--- src/rtl/n64_pkg.sv ---
// n64_pkg: shared state encoding and protocol constants for the N64 poll controller
package n64_pkg;
  typedef enum logic [2:0] {IDLE, TX_BIT, TX_STOP, RX_EDGE, RX_SAMPLE, DONE} n64_poll_state_t;
  localparam logic [7:0] N64_CMD_POLL = 8'h01;
  localparam int N64_RESP_BITS = 32;
  localparam int N64_Q_LOW0 = 3;
  localparam int N64_Q_LOW1 = 1;
endpackage

--- src/rtl/n64_line_sync.sv ---
// n64_line_sync: 2-flop synchronizer for the pad line plus a registered falling-edge pulse
module n64_line_sync (
  input  logic clk,
  input  logic rst_n,
  input  logic data_in,
  output logic line,
  output logic fall
);
  logic s1, prev;
  always_ff @(posedge clk or negedge rst_n) begin
    if (!rst_n) begin
      s1 <= 1'b1;
      line <= 1'b1;
      prev <= 1'b1;
      fall <= 1'b0;
    end else begin
      s1 <= data_in;
      line <= s1;
      prev <= line;
      fall <= prev & ~line;
    end
  end
endmodule

--- src/rtl/n64_poll_ctrl.sv ---
// n64_poll_ctrl: sends the N64 poll command and decodes the 32-bit reply; N64_POLL_AUTO_EN adds periodic self-polling
module n64_poll_ctrl
  import n64_pkg::*;
#(
  parameter int BIT_CYCLES = 200,
  parameter int TIMEOUT_CYCLES = 1000,
  parameter int POLL_PERIOD = 833333
) (
  input  logic        clk,
  input  logic        rst_n,
  input  logic        start,
  input  logic        data_in,
  output logic        data_oe,
  output logic        busy,
  output logic        resp_valid,
  output logic [31:0] resp_data,
  input  logic        resp_ready,
  output logic        timeout
);
  localparam int Q = BIT_CYCLES / 4;
  localparam int CMAX = BIT_CYCLES > TIMEOUT_CYCLES ? BIT_CYCLES : TIMEOUT_CYCLES;
  localparam int CW = $clog2(CMAX + 1);
  n64_poll_state_t state, state_n;
  logic [CW-1:0] cnt, cnt_n, low_len;
  logic [2:0] bit_idx, bit_idx_n;
  logic [4:0] rx_cnt, rx_cnt_n;
  logic [31:0] shift, shift_n, resp_n;
  logic line, fall, go;

  n64_line_sync u_sync (
    .clk(clk),
    .rst_n(rst_n),
    .data_in(data_in),
    .line(line),
    .fall(fall)
  );

`ifdef N64_POLL_AUTO_EN
  localparam int PW = $clog2(POLL_PERIOD);
  logic [PW-1:0] poll_cnt;
  logic tick;
  assign tick = poll_cnt == PW'(POLL_PERIOD - 1);
  always_ff @(posedge clk or negedge rst_n) begin
    if (!rst_n) poll_cnt <= '0;
    else poll_cnt <= tick ? '0 : poll_cnt + 1'b1;
  end
  assign go = start | tick;
`else
  assign go = start;
`endif

  assign low_len = N64_CMD_POLL[bit_idx] ? CW'(N64_Q_LOW1 * Q) : CW'(N64_Q_LOW0 * Q);
  assign busy = (state != IDLE) && (state != DONE);
  assign resp_valid = state == DONE;

  always_ff @(posedge clk or negedge rst_n) begin
    if (!rst_n) begin
      state <= IDLE;
      cnt <= '0;
      bit_idx <= '0;
      rx_cnt <= '0;
      shift <= '0;
      resp_data <= '0;
    end else begin
      state <= state_n;
      cnt <= cnt_n;
      bit_idx <= bit_idx_n;
      rx_cnt <= rx_cnt_n;
      shift <= shift_n;
      resp_data <= resp_n;
    end
  end

  always_comb begin
    state_n = state;
    cnt_n = cnt + 1'b1;
    bit_idx_n = bit_idx;
    rx_cnt_n = rx_cnt;
    shift_n = shift;
    resp_n = resp_data;
    data_oe = 1'b0;
    timeout = 1'b0;
    case (state)
      IDLE: begin
        cnt_n = '0;
        if (go) begin
          state_n = TX_BIT;
          bit_idx_n = 3'd7;
        end
      end
      TX_BIT: begin
        data_oe = cnt < low_len;
        if (cnt == CW'(BIT_CYCLES - 1)) begin
          cnt_n = '0;
          bit_idx_n = bit_idx - 3'd1;
          state_n = bit_idx == 3'd0 ? TX_STOP : TX_BIT;
        end
      end
      TX_STOP: begin
        data_oe = 1'b1;
        if (cnt == CW'(Q - 1)) begin
          cnt_n = '0;
          rx_cnt_n = '0;
          state_n = RX_EDGE;
        end
      end
      RX_EDGE: begin
        if (fall) begin
          cnt_n = '0;
          state_n = RX_SAMPLE;
        end else if (cnt == CW'(TIMEOUT_CYCLES)) begin
          timeout = 1'b1;
          state_n = IDLE;
        end
      end
      RX_SAMPLE: begin
        // sample mid-cell: a '1' cell has released by now, a '0' cell is still low
        if (cnt == CW'(2 * Q - 1)) begin
          cnt_n = '0;
          shift_n = {shift[30:0], line};
          rx_cnt_n = rx_cnt + 5'd1;
          state_n = rx_cnt == 5'(N64_RESP_BITS - 1) ? DONE : RX_EDGE;
          resp_n = rx_cnt == 5'(N64_RESP_BITS - 1) ? {shift[30:0], line} : resp_data;
        end
      end
      DONE: begin
        cnt_n = '0;
        if (resp_ready) state_n = IDLE;
      end
      default: state_n = IDLE;
    endcase
  end
endmodule

--- config.mk ---
export PLATFORM = sky130hd
export DESIGN_NAME = n64_poll_ctrl
export DESIGN_NICKNAME = d
export VERILOG_FILES = /design/src/rtl/n64_pkg.sv /design/src/rtl/n64_line_sync.sv /design/src/rtl/n64_poll_ctrl.sv
export SDC_FILE = /design/constraint.sdc
export NUM_CORES = 1
export LEC_CHECK = 0
export BUFFER_PORTS_ARGS = -buffer_cell sky130_fd_sc_hd__buf_4
export CAP_MARGIN = 15
export CORE_MARGIN = 2
export CORE_UTILIZATION = 40
export CTS_CLUSTER_DIAMETER = 120
export DETAILED_ROUTE_END_ITERATION = 8
export GPL_ROUTABILITY_DRIVEN = 0
export GPL_TIMING_DRIVEN = 1
export SYNTH_ARGS = -nofsm -noshare
export SYNTH_HDL_FRONTEND = slang
export SYNTH_SLANG_ARGS = --single-unit
--- constraint.sdc ---
create_clock -name clk -period 3 [get_ports clk]
set_input_delay 0 -clock clk [delete_from_list [all_inputs] [get_ports clk]]
set_output_delay 0 -clock clk [all_outputs]
set_load 0.01 [all_outputs]
==> impl_metrics.toml <==
[final_layout]
drive_gt1_share_pct = 27.4
design_area_sq_um = 4630
fillers = 905
synthToLayoutAreaGrowth_pct = 16.6
post-route-util_pct = 47.8
nNetsFinal = 402
layout_commonest_cell = "nand2_1"
fin_cells = 527
diodes = 0
final_cell_mix = "nand2_1, dfrtp_1, buf_4"

[clocking]
post_cts_buffers = 0
worstSkewPairLatency_ps = 360
cts.htree.levels = 3
cts_sinks = 88
cts_tree = "built"
numCtsBuffers = 9
cts.clk_slew.worst_paths_ps = 80
root_buffer = "clkbuf_8"
clock_path_buffers = 2

[critical_path]
reg2reg_depth = 5
end_kind = "primary output"
crit_path_max_fanout = 7
start_kind = "flop"
worstSetupPathType = "reg -> out"
worstPathArrival_ps = 2540
worstReg2RegEnd = "resp_data[16]"
r2r_start = "state[2]"
worstPathRequired_ps = 3000
ff2ff_setup_slack_ps = 870

[place]
dpl.hpwl_mm = 4.66
portBuffers = 40
place_area_sq_um = 4390
dp.cells = 509
dp_slack_ps = 843

[power_and_ir_drop]
p_comb_share_pct = 13.6
clkPwrFrac_pct = 34.4
ir_drop_uv = 276
intPower_mw = 1.90
power_leakage_nw = 2.47
p_sw_mw = 0.720
power_frac_seq_pct = 52.0
power.total_mw = 2.62
power_switching_share_pct = 27.5
power_per_cell_area_nw_per_um2 = 566

[min_path]
hold_path_depth = 4
whs_endpoint = "bit_idx[2]"
hold_path.startpoint = "start"
hold_path.class = "in -> reg"

[logic_synthesis]
async_flop_share_pct = 100
syn_inst = 346
ys_types = 51
ys_ff_latch = 88
yosysWarnings = 0
synth_nets = 359
ys.flop_type = "dfrtp_1"
seq_area_frac_synth_pct = 55.5
post_synth.cell_area_avg_sq_um = 11.5
netlist_area_sq_um = 3970
synth-edff-count = 0

[die]
start_util_pct = 41.0
rows = 36
die_h_um = 104
core-area_sq_um = 9680
dieArea_sq_um = 10700
die_w_um = 104
ios = 41

[global_routing]
grt_first_pass_wirelength_mm = 12.7
antenna_found_initial = 0
track_usage_pct = 14.4
grt_pass1_vias = 2546
grt_max_degree = 42
overflow = 0

[timing]
setup_viol = 0
skew_ps = 10.1
slew_headroom_pct = 59.1
clock.fmax_mhz = 394
timing.final.crit_share_pct = 84.6
hold_viol = 0
rsz0062_at_grt = "false"
period_needed_ps = 2540
setup_ws_ps = 462
timing.final.max_slew_violations = 0
hold_ws_ps = 39.0
fin_tns_setup_ps = 0
worst_pin_slew_ps = 614

[status]
status = "finished, final reports clean"

[drt]
drt-total-wl_mm = 7.08
first_pass_iters = 4
vias = 2488
ant_nets = 0
drtIter0Drc = 83
post_drt_wl_per_cell_um = 13.4
drcViolationCount = 0
via_per_inst = 4.72

[job]
max_cap_violations = 0
-- final cells by class --
class / count / area, sq um / area share (%)
clock buffer: 10 / 128 / 2.76
clock inverter: 6 / 92.6 / 2.00
inverter: 6 / 22.5 / 0.486
multi-input combinational: 238 / 1670 / 36.0
sequential: 88 / 2210 / 47.6
tap: 133 / 166 / 3.59
timing repair buffer: 46 / 350 / 7.57
-- per-layer routing --
layer	global-route usage, %	vias to the layer above	part of all wire [%]
li1	-	1246	-
met1	19.7	1197	48
met2	22.2	37	46
met3	5.03	8	4.9
met4	3.47	0	0.96
met5	0	-	0
-- sequential cells by signal, indices dropped and copies added, names as in the netlist --
name / cells
u_sync.s1: 1
resp_data: 32
u_sync.line: 1
u_sync.prev: 1
u_sync.fall: 1
bit_idx: 3
cnt: 10
rx_cnt: 5
state: 3
shift: 31
-- synth_stat cells, drive strengths merged, types with 5 or more instances --
cell | count | area share (%)
nand2 | 99 | 9.5
xnor2 | 5 | 1.1
nor2 | 14 | 1.3
dfrtp | 85 | 54
and3 | 8 | 1.3
mux2 | 35 | 13
clkbuf | 6 | 0.57
o21ai | 7 | 0.88
inv | 6 | 0.57
buf | 8 | 1.4
nor2b | 7 | 1.1
ha | 8 | 2.5
nand3 | 6 | 0.76
-- power by group through the flow --
stage               sequential, mW  clock, mW  combinational, mW
floorplan                     1.35          0              0.276
global placement              1.38          0              0.350
detailed placement            1.38          0              0.359
CTS                           1.36      0.939              0.366
global route                  1.38      0.993              0.409
finish                        1.36      0.902              0.357
-- logic make-up (layout without fill, tap and decap cells) --
kind of cell	Yosys count	in the layout	share of synthesized area, %
compound gates	29	29	5.39
xor+xnor	8	8	1.76
fa+ha+maj	9	9	2.77
buf+inv	20	68	2.52
flops	88	88	55.5
mux	35	35	12.8
simple gates	157	157	19.3
-- how the worst max path moves through the flow --
stage,start,to,slack (ps),depth (start not counted)
2_1_floorplan,bit_idx[0],data_oe,1180,9
3_3_place_gp,bit_idx[0],data_oe,890,10
3_5_place_dp,bit_idx[0],data_oe,840,10
4_1_cts,bit_idx[0],data_oe,430,10
5_1_grt,bit_idx[0],data_oe,180,10
6_report,bit_idx[0],data_oe,460,10
-- repair_timing --
item                      in CTS  in global routing
hold endpoints to repair      45                  0
hold buffers                   2                  0
gates resized for setup        0                  0
-- worst max-delay path: stages, from the launching register on --
cell     delay [ps]
dfrtp_1         390
inv_1            90
ha_1            160
nor2b_1         470
inv_1            90
ha_1            210
o31ai_1         200
and4_1          200
o21ai_0          80
a21oi_1         160
buf_4           140
(Power assumes the default switching activity.)
